<file path="src/rtl/alu_issue_ctrl.sv">
// alu_issue_ctrl: issue controller in front of the ALU result mux.
// Takes operations on a valid/ready handshake and latches them. It drives the
// add, boolean and shift units, sequences the multi-cycle shifter, and raises
// a one-hot select into the result mux, then out_valid when the mux output
// lands.
// Optional build macro: ALU_ISSUE_PERF_CNT_EN adds saturating 16-bit issue
// counters per operation class (cnt_add, cnt_bool, cnt_shift, cnt_illegal).
module alu_issue_ctrl #(
  parameter int WIDTH     = 32,
  parameter int SHIFT_LAT = 2,   // 1..15
  parameter int MUX_LAT   = 1    // 1..4
) (
  input  logic             clk,
  input  logic             rst,
  input  logic             in_valid,
  output logic             in_ready,
  input  logic [3:0]       in_op,
  input  logic [WIDTH-1:0] in_a,
  input  logic [WIDTH-1:0] in_b,
  output logic [WIDTH-1:0] op_a,
  output logic [WIDTH-1:0] op_b,
  output logic             add_sub,
  output logic [1:0]       bool_fn,
  output logic [1:0]       shift_fn,
  output logic             shift_start,
  output logic [2:0]       en,
  output logic             out_valid,
  output logic             illegal_op,
  output logic             busy
`ifdef ALU_ISSUE_PERF_CNT_EN
  ,
  output logic [15:0]      cnt_add,
  output logic [15:0]      cnt_bool,
  output logic [15:0]      cnt_shift,
  output logic [15:0]      cnt_illegal
`endif
);

  typedef enum logic [1:0] {IDLE, EXEC, SHIFT_WAIT} state_t;

  localparam logic [3:0] CNT_INIT = 4'(SHIFT_LAT - 1);

  state_t             state_q, state_d;
  logic [3:0]         op_q;
  logic [3:0]         cnt_q;
  logic [MUX_LAT-1:0] vpipe_q;
  logic               op_is_add, op_is_bool, op_is_shift;
  logic               ready_int, accept, issue;

  // Classify the latched opcode; anything with bit 3 set is illegal.
  assign op_is_add   = (op_q == 4'd0) || (op_q == 4'd1);
  assign op_is_bool  = (op_q >= 4'd2) && (op_q <= 4'd4);
  assign op_is_shift = (op_q >= 4'd5) && (op_q <= 4'd7);

  // Readiness depends only on registered state; reset forces it low.
  assign ready_int = (state_q == IDLE)
                  || (state_q == EXEC && !op_is_shift)
                  || (state_q == SHIFT_WAIT && cnt_q == 4'd0);
  assign in_ready  = ready_int && !rst;
  assign accept    = in_valid && in_ready;

  assign busy      = (state_q != IDLE);
  assign out_valid = vpipe_q[MUX_LAT-1];

  // Next-state and decoded unit controls from the current state.
  always_comb begin
    // NOTE: every signal written here gets a default first, so no path can infer a latch.
    state_d     = state_q;
    en          = 3'b000;
    shift_start = 1'b0;
    issue       = 1'b0;
    case (state_q)
      IDLE: begin
        if (in_valid) state_d = EXEC;
      end
      EXEC: begin
        if (op_is_shift) begin
          shift_start = 1'b1;
          state_d     = SHIFT_WAIT;
        end else begin
          en      = {1'b0, op_is_bool, op_is_add};
          issue   = 1'b1;
          state_d = in_valid ? EXEC : IDLE;
        end
      end
      SHIFT_WAIT: begin
        if (cnt_q == 4'd0) begin
          en      = 3'b100;
          issue   = 1'b1;
          state_d = in_valid ? EXEC : IDLE;
        end
      end
      default: state_d = IDLE;
    endcase
  end

  // State register.
  always_ff @(posedge clk) begin
    // NOTE: sequential state uses non-blocking assignments so every register samples pre-edge values.
    if (rst) state_q <= IDLE;
    else     state_q <= state_d;
  end

  // Shifter latency counter: loaded when the shift starts, counts down to issue.
  always_ff @(posedge clk) begin
    if (rst)                                    cnt_q <= 4'd0;
    else if (state_q == EXEC && op_is_shift)    cnt_q <= CNT_INIT;
    else if (state_q == SHIFT_WAIT && cnt_q != 4'd0) cnt_q <= cnt_q - 4'd1;
  end

  // Operation registers; each function field changes only when its class is accepted.
  always_ff @(posedge clk) begin
    if (rst) begin
      op_q     <= 4'd0;
      op_a     <= '0;
      op_b     <= '0;
      add_sub  <= 1'b0;
      bool_fn  <= 2'd0;
      shift_fn <= 2'd0;
    end else if (accept) begin
      op_q <= in_op;
      op_a <= in_a;
      op_b <= in_b;
      case (in_op)
        4'd0, 4'd1: add_sub  <= in_op[0];
        4'd2:       bool_fn  <= 2'd0;
        4'd3:       bool_fn  <= 2'd1;
        4'd4:       bool_fn  <= 2'd2;
        4'd5:       shift_fn <= 2'd0;
        4'd6:       shift_fn <= 2'd1;
        4'd7:       shift_fn <= 2'd2;
        default: ;
      endcase
    end
  end

  // Result-valid pipeline matching the mux latency.
  always_ff @(posedge clk) begin
    if (rst) vpipe_q <= '0;
    else     vpipe_q <= MUX_LAT'({vpipe_q, issue});
  end

  // Sticky illegal-opcode flag.
  always_ff @(posedge clk) begin
    if (rst)                   illegal_op <= 1'b0;
    else if (accept && in_op[3]) illegal_op <= 1'b1;
  end

`ifdef ALU_ISSUE_PERF_CNT_EN
  logic issue_illegal;
  assign issue_illegal = (state_q == EXEC) && op_q[3];

  // Saturating per-class issue counters.
  always_ff @(posedge clk) begin
    if (rst) begin
      cnt_add     <= 16'd0;
      cnt_bool    <= 16'd0;
      cnt_shift   <= 16'd0;
      cnt_illegal <= 16'd0;
    end else begin
      if (en[0] && cnt_add != 16'hFFFF)         cnt_add     <= cnt_add + 16'd1;
      if (en[1] && cnt_bool != 16'hFFFF)        cnt_bool    <= cnt_bool + 16'd1;
      if (en[2] && cnt_shift != 16'hFFFF)       cnt_shift   <= cnt_shift + 16'd1;
      if (issue_illegal && cnt_illegal != 16'hFFFF) cnt_illegal <= cnt_illegal + 16'd1;
    end
  end
`else
  // Performance counters are not built in this configuration.
`endif

endmodule

</file>
<file path="config.mk">
export PLATFORM = sky130hd
export DESIGN_NAME = alu_issue_ctrl
export DESIGN_NICKNAME = d
export VERILOG_FILES = /design/src/rtl/alu_issue_ctrl.sv
export SDC_FILE = /design/constraint.sdc
export NUM_CORES = 1
export LEC_CHECK = 0
export BUFFER_PORTS_ARGS = -buffer_cell sky130_fd_sc_hd__buf_4
export CAP_MARGIN = 0
export CORE_UTILIZATION = 35
export DETAILED_ROUTE_END_ITERATION = 8
export PLACE_DENSITY = 0.62
export SLEW_MARGIN = 20
export SYNTH_ARGS = -nofsm -noshare
export SYNTH_HDL_FRONTEND = slang
export SYNTH_SLANG_ARGS = --single-unit
</file>
<file path="constraint.sdc">
create_clock -name clk -period 3.1 [get_ports clk]
set_clock_uncertainty 0.2 [all_clocks]
set_input_delay 0.155 -clock clk [delete_from_list [all_inputs] [get_ports clk]]
set_output_delay 0.155 -clock clk [all_outputs]
set_load 0.02 [all_outputs]
</file>
==> metrics, run 1 <==
status=finished, final reports clean; 1st-iter DRT viols=135; post-detail-place hpwl=around 5600 um; Worst-Skew Late Latency=340 ps; Die H=roughly 110 um; CP arrival=2600 ps; synth unique cells=38; Final setup viols=0; largest net degree at the start of global routing=83; placed insts=587; Crit Path Category=flip-flop to flip-flop; first-pass GRT wire length=14600 um; syn nets=between 300 and 400; die footprint=11100 um^2; number of port buffers=147; Total Routing Usage GR=16.4%; Max clock buf depth=2; TritonRoute pass-1 iters=4; Hold WC Path Type=input port to flip-flop; number of flops mapped to enable cells by yosys=0; top-area cell type share of the netlist area=43.5%; FFs w/ async S/R, synth=0%; number of warnings issued by yosys=0; Root Buffer=clkbuf_8; endpoint class of the critical path=flip-flop; Leak=about 2.8 nW; Seq/Total Area, Yosys=43.5%; die width=105 um; clock period minus worst slack=approximately 2500 ps; Critical Path Source=state_q[0]; setup_tns=0 ps; fmax=0.399 GHz; Seq cells post-synth=81; Post-synth top cells=81 x dfxtp_1, 68 x nor2b_1, 63 x mux2_4, 15 x inv_1; post-layout util=56.3%; Area Growth Syn to Fin=55.9%; pwr dens=440 nW/um^2; clock buffer count from CTS=9; Core Box Area=10300 um^2; top cells by area, synth=dfxtp_1 44%, mux2_4 25%, nor2b_1 11%; WL final=9200 um; CTS Sinks=81; share of cells above drive strength 1=a little over two fifths; Residual DRC=0; synthesized area=3730 um^2; fin. max-slew vios=0; Startpoint Class=flip-flop; Antenna Nets Post-Route=0; DR WL/cell=13.7 um; Initial Utilization=36.1%; Nets=608; critical path fanouts, max=5; CP required=~3200 ps; max-cap viol count=0; row count=37; Mean Syn Cell Area=11.8 um^2; detailed-route via count=2998; PostCTS Resize Cnt=0; Worst slew margin=41.2%; worst slew pin tran=882 ps; Reg-to-Reg Start=state_q[0]; Post-CTS Setup Inserts=0; ANT cells=0; r2r setup slk=590 ps; vias in the first global route=3016; DR vias/cell=4.45; Cells after Synth=317; top-count cell post-synth=dfxtp_1; total gr overflow=0; Final Hold Fails=0; Worst IR Drop VDD=0.000216 V; fin crit share=80.8%; Worst-path clk slew=80 ps; leading area contributor after synthesis=dfxtp_1; hold path start=rst; Most used DFF post-synth=dfxtp_1; fin cells=673; Top Ports=approximately 150; initial antenna violation count=0; H-tree levels=3; routability cong.=0.769; RSZ-0062 raised after global routing=false; CTS tree=yes
==> per-layer routing <==
metal,global-route usage [%],vias up,wire (um)
met5,0,-,0
met1,20.4,1403,4190
met2,27.7,95,4450
met4,4.93,0,77
li1,-,1493,-
met3,4.43,7,488
==> power breakdown <==
| part | switching, mW | internal (mW) |
|---|---|---|
| Sequential | 0.0412 | 1.12 |
| Combinational | 0.255 | 0.357 |
| Clock | 0.407 | 0.379 |
| Total | 0.703 | 1.85 |
==> metrics by stage <==
step / power (mW) / cell area [um^2] / setup slack (ps) / hold WS (ps)
floorplan: 1.50 / 3730 / 817 / 66.2
global placement: 1.71 / 4910 / 757 / 182
detailed placement: 1.72 / 4910 / 690 / 184
CTS: 2.59 / 5810 / 597 / 187
global route: 2.68 / 5810 / 424 / 216
finish: 2.56 / 5810 / 594 / 203
==> worst paths after layout <==
path | to | cells past startpoint
setup / recovery | shift_fn[0] | 7
hold / removal | shift_fn[1] | 5
setup reg to reg | shift_fn[0] | 7
hold reg to reg | shift_fn[1] | 2
==> cell type report <==
class / instances / area [um^2]
clock buffers: 9 / 124
clock inverters: 7 / 77.6
fillers: 881 / 4510
inverters: 15 / 56.3
multi-input cells: 204 / 1900
flip-flops and latches: 81 / 1620
well taps: 136 / 170
repair buffers: 221 / 1860
==> cells in the final DEF (no fill, tap or decap), types with 5 or more instances in the layout <==
cell type	count
nor2_1	9
dlygate4sd3_1	70
inv_1	15
a21oi_1	7
dfxtp_1	81
nor2b_1	68
mux2i_1	5
mux2_4	63
buf_4	149
ha_1	5
clkbuf_8	9
==> repair_timing <==
| action | 4_1_cts | 5_1_grt |
|---|---|---|
| endpoints found under the hold margin | 75 | 0 |
| hold buffers | 70 | 0 |
| setup endpoints to repair | 0 | 0 |
==> logic make-up after synthesis <==
| group | count (synthesis) | synth area share (%) |
|---|---|---|
| mux | 70 | 27.3 |
| flops | 81 | 43.5 |
| buf+inv | 32 | 5.44 |
| simple gates | 103 | 17.0 |
| compound gates | 23 | 4.33 |
| xor+xnor | 3 | 0.705 |
| fa+ha+maj | 5 | 1.68 |
==> registers in the layout (all words and copies together) (netlist names) <==
register / cells
state_q: 2
op_b: 32
add_sub: 1
cnt_q: 4
bool_fn: 2
op_q: 4
op_a: 32
out_valid: 1
illegal_op: 1
shift_fn: 2
==> worst max-delay path, cell delays in order, from the launching register on <==
cell	delay (ps)
dfxtp_1	390
inv_1	80
ha_1	260
and4bb_1	260
nor2_1	280
a21oi_1	120
a221oi_1	290
dlygate4sd3_1	580
(Power assumes the default switching activity.)
==> run 2, diff against run 1 <==
--- a/config.mk
+++ b/config.mk
@@ -9,7 +9,7 @@
 export CAP_MARGIN = 0
 export CORE_UTILIZATION = 35
 export DETAILED_ROUTE_END_ITERATION = 8
-export PLACE_DENSITY = 0.62
+export PLACE_DENSITY = 0.64
 export SLEW_MARGIN = 20
 export SYNTH_ARGS = -nofsm -noshare
 export SYNTH_HDL_FRONTEND = slang
==> constraint.sdc (replaced) <==
create_clock -name clk -period 2.3 [get_ports clk]
set_clock_uncertainty 0.2 [all_clocks]
set_input_delay 0.115 -clock clk [delete_from_list [all_inputs] [get_ports clk]]
set_output_delay 0.115 -clock clk [all_outputs]
set_load 0.02 [all_outputs]
==> run 2 against run 1 <==
Compared with the run above: clock power up 46%; non-clock buffer count grew 6; wire length up 0.72%; die area did not move; sequential power increased by 34%; critical endpoint is now op_b[4].
==> metrics, run 2 (synthesized netlist as in run 1, its figures left out) <==
worst slew pin tran=845 ps (-36.8 ps); CP arrival=2220 ps (-380 ps); Worst path slowest cell=dfxtp_2; CTS tree=yes; pre-CTS WS=67.9 ps (-622 ps); r2r setup slk=100 ps (-490 ps); critical path cell sequence=inv_1 > ha_1 > and4bb_1 > or2_4 > o21ai_4 > buf_12 > buf_16 > mux2_4; status=finished, final reports clean; DR WL/cell=13.7 um (-0.17%); Crit Reg-Reg Endpoint=op_b[4]; critical path fanouts, max=26 (+21); Initial Utilization=36.1% (unchanged); Total Routing Usage GR=17.0% (+0.57 points); Setup WS post-layout=103 ps (-491 ps); routability cong.=0.753 (-2.1%); top flop regs=op_a (32), op_b (32); CP Depth=8 (+1); H-tree levels=3 (unchanged); Worst Hold Path EP=shift_fn[1]; endpoint class of the critical path=flip-flop; detailed-route via count=3018 (+0.67%); Max clock buf depth=2 (unchanged); largest net degree at the start of global routing=83 (unchanged); post-detail-place hpwl=5800 um (+4.1%); die width=105 um (unchanged); crit path buf inv count=3 (+1); initial antenna violation count=0 (unchanged); clock period minus worst slack=2200 ps (-309 ps); Leak=2.84 nW (+1.9%); Top Ports=148 (unchanged); 1st-iter DRT viols=92 (-32%); setup_tns=0 ps (unchanged); total gr overflow=0 (unchanged); fin crit share=95.5% (+15 points); commonest non-fill, non-tap cells in the layout=153 x buf_4, 80 x dfxtp_1, 69 x dlygate4sd3_1; Worst-Skew Late Latency=330 ps (about the same); Final setup viols=0 (unchanged); max-cap viol count=0 (unchanged); ANT cells=0 (unchanged); RSZ-0062 raised after global routing=false; vias in the first global route=3120 (+3.4%); Startpoint Class=flip-flop; pwr dens=601 nW/um^2 (+37%); Die H=105 um (unchanged); Residual DRC=0 (unchanged); Hold WC Path Type=input port to flip-flop; Reg2Reg Depth=8 (+1); Final Hold Fails=0 (unchanged); Hold Path Cell Cnt=5 (unchanged); top cell family by delay on the critical path=simple AND/OR/NAND/NOR gates; fin. max-slew vios=0 (unchanged); Worst slew margin=43.6% (+2.5 points); share of cells above drive strength 1=44.8% (+0.80 points); TritonRoute pass-1 iters=4 (unchanged); leading cell type in the layout, fill and taps excluded=buf_4; Reg-to-Reg Start=cnt_q[0]; Crit Path Category=flip-flop to flip-flop; DR vias/cell=4.44 (-0.22%); Antenna Nets Post-Route=0 (unchanged); Layout fillers=877 (-0.45%); Nets=614 (+0.99%); CP required=2320 ps (-870 ps); WL final=9270 um (+0.72%); fmax=0.455 GHz (+14%); die footprint=11100 um^2 (unchanged); first-pass GRT wire length=15100 um (+3.4%); CP max stage delay=350 ps (-230 ps); Root Buffer=clkbuf_8; CTS Sinks=81 (unchanged); Area Growth Syn to Fin=58.8%; row count=37 (unchanged); hold path start=rst; Worst-path clk slew=70 ps (about the same); Core Box Area=10300 um^2 (unchanged); Worst IR Drop VDD=0.000317 V (+46%); worst hold slack=148 ps (-54.9 ps); number of port buffers=147 (unchanged); clock buffer count from CTS=9 (unchanged)
-- run 2: tightest hold or removal path: stages --
cell	delay (ps)
buf_4	90
nor2b_1	90
nand3b_1	100
a21oi_1	40
o32ai_1	200
-- run 2: worst max path at each step --
stage,start,endpoint,slack (ps)
after floorplan,state_q[0],op_a[0],20
after global placement,cnt_q[0],op_b[4],130
after detailed placement,cnt_q[0],op_b[16],70
after CTS,cnt_q[0],in_ready,0.4
after global routing,state_q[0],op_a[23],2
final,cnt_q[0],op_b[4],100
-- run 2: timing repair --
action                                  in CTS  in global routing
buffers inserted                             0                  1
endpoints found under the setup margin       0                 38
hold buffers                                69                  0
endpoints found under the hold margin       76                  0
gates resized for setup                      0                  4
-- run 2: where the power goes --
part	leakage, nW	internal [mW]	switching, mW
clock network	0.107	0.645	0.504
registers	0.668	1.51	0.0550
logic	2.07	0.497	0.350
-- run 2: metal layers --
layer	wire length, um	share of wire (%)	GRT usage (%)
met1	4160	45	20.7
met2	4540	49	30.0
met3	439	4.7	3.31
met4	128	1.4	5.23
met5	0	0	0
-- run 2: per-stage QoR --
step	instances	utilization, %	power (mW)	area [um^2]
2_1_floorplan	317	-	2.03	3730
3_3_place_gp	592	47.9	2.31	4950
3_5_place_dp	592	47.9	2.33	4950
4_1_cts	677	56.7	3.58	5860
5_1_grt	679	57.3	3.73	5920
6_report	679	57.3	3.56	5920
-- run 2: cell type report --
class / count / area (um^2) / area share (%)
Tap cell: 136 / 170 / 2.88
Inverter: 15 / 56.3 / 0.951
Clock buffer: 12 / 145 / 2.45
Timing Repair Buffer: 227 / 1940 / 32.8
Multi-Input combinational cell: 204 / 1900 / 32.2
Sequential cell: 81 / 1620 / 27.4
Clock inverter: 4 / 76.3 / 1.29
==> run 3, diff against run 2 <==
--- a/config.mk
+++ b/config.mk
@@ -5,11 +5,12 @@
 export SDC_FILE = /design/constraint.sdc
 export NUM_CORES = 1
 export LEC_CHECK = 0
-export BUFFER_PORTS_ARGS = -buffer_cell sky130_fd_sc_hd__buf_4
 export CAP_MARGIN = 0
 export CORE_UTILIZATION = 35
 export DETAILED_ROUTE_END_ITERATION = 8
-export PLACE_DENSITY = 0.64
+export DONT_BUFFER_PORTS = 1
+export GPL_ROUTABILITY_DRIVEN = 0
+export PLACE_DENSITY = 0.52
 export SLEW_MARGIN = 20
 export SYNTH_ARGS = -nofsm -noshare
 export SYNTH_HDL_FRONTEND = slang
==> run 3 against run 2 <==
Compared with the run above: sequential power is 9% higher; first-iteration DRC count is 28% lower; final area is 18% lower; global-route usage is 1.9 points lower; critical endpoint is now op_b[21]; largest power group unchanged; highest routed layer unchanged.
==> metrics, run 3 (synthesized netlist as in run 1, its figures left out) <==
Reg2Reg Depth=8 (unchanged); Design Area, Final=4870 um^2 (-18%); fin. max-slew vios=0 (unchanged); Worst-Skew Late Latency=350 ps (+20 ps); worst slew pin tran=484 ps (-362 ps); detailed-route via count=2479 (-18%); placed insts=444 (-25%); CP arrival=2270 ps (+50 ps); H-tree levels=3 (unchanged); post-layout util=47.2% (-10 points); Antenna Nets Post-Route=0 (unchanged); post-detail-place hpwl=5030 um (-13%); top flop regs=op_a (32), op_b (32); fin cells=537 (-21%); largest net degree at the start of global routing=82 (-1.2%); Worst-path clk slew=90 ps (+20 ps); r2r setup slk=70 ps (-30 ps); placed cell area=3850 um^2 (-22%); area occupied by multi-input gates=1920 um^2 (+0.85%); WL final=8330 um (-10%); Root Buffer=clkbuf_8; CTS Sinks=81 (unchanged); top cell family by delay on the critical path=simple AND/OR/NAND/NOR gates; Initial Utilization=36.1% (unchanged); CP required=2340 ps (+20 ps); endpoint class of the critical path=flip-flop; Hold WC Path Type=input port to flip-flop; RSZ-0062 raised after global routing=true; DR vias/cell=4.62 (+3.9%); Hold Path Cell Cnt=4 (-1); register area=1620 um^2 (unchanged); DR WL/cell=15.5 um (+14%); Startpoint Class=flip-flop; clock period minus worst slack=2230 ps (+29.4 ps); total gr overflow=0 (unchanged); Total Routing Usage GR=15.1% (-1.9 points); CP Depth=8 (unchanged); critical path cell sequence=inv_1 > ha_1 > and4bb_1 > or2_4 > o21ai_4 > buf_4 > buf_12 > mux2_2; row count=37 (unchanged); pre-CTS WS=53.8 ps (-14.1 ps); die width=105 um (unchanged); Final Hold Fails=0 (unchanged); vias in the first global route=2538 (-19%); number of port buffers=0 (-100%); Crit Path Category=flip-flop to flip-flop; setup_tns=0 ps (unchanged); first-pass GRT wire length=13100 um (-13%); Die H=105 um (unchanged); pwr dens=668 nW/um^2 (+11%); Reg-to-Reg Start=state_q[0]; Core Box Area=10300 um^2 (unchanged); initial antenna violation count=0 (unchanged); fin crit share=96.8% (+1.3 points); Setup WS post-layout=73.7 ps (-29.4 ps); commonest non-fill, non-tap cells in the layout=80 x dfxtp_1, 72 x dlygate4sd3_1, 68 x nor2b_1; ANT cells=0 (unchanged); crit path capture=op_b[21]; Max clock buf depth=2 (unchanged); TritonRoute pass-1 iters=4 (unchanged); die footprint=11100 um^2 (unchanged); Crit Reg-Reg Endpoint=op_b[21]; max-cap viol count=0 (unchanged); Nets=472 (-23%); Worst IR Drop VDD=0.000254 V (-20%); status=finished, final reports clean; Worst slew margin=67.9% (+24 points); crit path buf inv count=3 (unchanged); clock buffer count from CTS=9 (unchanged); 1st-iter DRT viols=66 (-28%); Top Ports=148 (unchanged); share of cells above drive strength 1=25.7% (-19 points); CTS tree=yes; Final setup viols=0 (unchanged); Residual DRC=0 (unchanged); CP max stage delay=350 ps (about the same); fmax=0.449 GHz (-1.3%); Leak=2.12 nW (-25%); critical path fanouts, max=20 (-23%); Area Growth Syn to Fin=30.7%; Worst path slowest cell=mux2_2; Critical Path Source=state_q[0]; Layout fillers=953 (+8.7%); leading cell type in the layout, fill and taps excluded=dfxtp_1
run 3: per-layer routing:
layer	track usage [%]	share of wire, %
met1	18.6	46
met2	23.4	45
met3	4.49	7.0
met4	8.25	2.3
met5	0	0
run 3: final cells by class:
cell class / instances / area share [%]
well taps: 136 / 3.50
inverters: 15 / 1.16
flip-flops and latches: 81 / 33.3
clock inverters: 6 / 1.39
repair buffers: 85 / 18.4
clock buffers: 10 / 2.83
multi-input cells: 204 / 39.4
run 3: what timing repair did:
action	in CTS	in global routing
hold buffers	73	0
gates resized for setup	0	5
endpoints found under the setup margin	0	35
hold endpoints to repair	81	0
setup buffers	0	3
run 3: worst min path at each step:
| stage | from | endpoint | slack, ps |
|---|---|---|---|
| after CTS | rst | shift_fn[1] | 10 |
| after detailed placement | rst | cnt_q[0] | -0.8 |
| after global placement | rst | cnt_q[0] | -1 |
| after floorplan | in_op[0] | shift_fn[0] | 30 |
| after global routing | rst | shift_fn[1] | 30 |
| final | rst | shift_fn[1] | 30 |
run 3: power breakdown:
| group | switching (mW) | internal (mW) | leakage [nW] |
|---|---|---|---|
| clock | 0.543 | 0.533 | 0.0985 |
| combinational | 0.168 | 0.310 | 1.35 |
| sequential | 0.189 | 1.51 | 0.668 |
run 3: worst reg2reg max path, cell delays in order (launching register included):
cell and delay, ps:
dfxtp_1 340, inv_1 60, ha_1 220, and4bb_1 220
or2_4 240, o21ai_4 160, buf_4 140, buf_12 180
mux2_2 360
run 3: stage by stage:
step,hold WS [ps],power (mW)
final,34.8,3.25
after floorplan,26.2,2.03
after detailed placement,-0.763,2.06
after CTS,11.4,3.28
after global routing,34.0,3.40
after global placement,-1.36,2.06
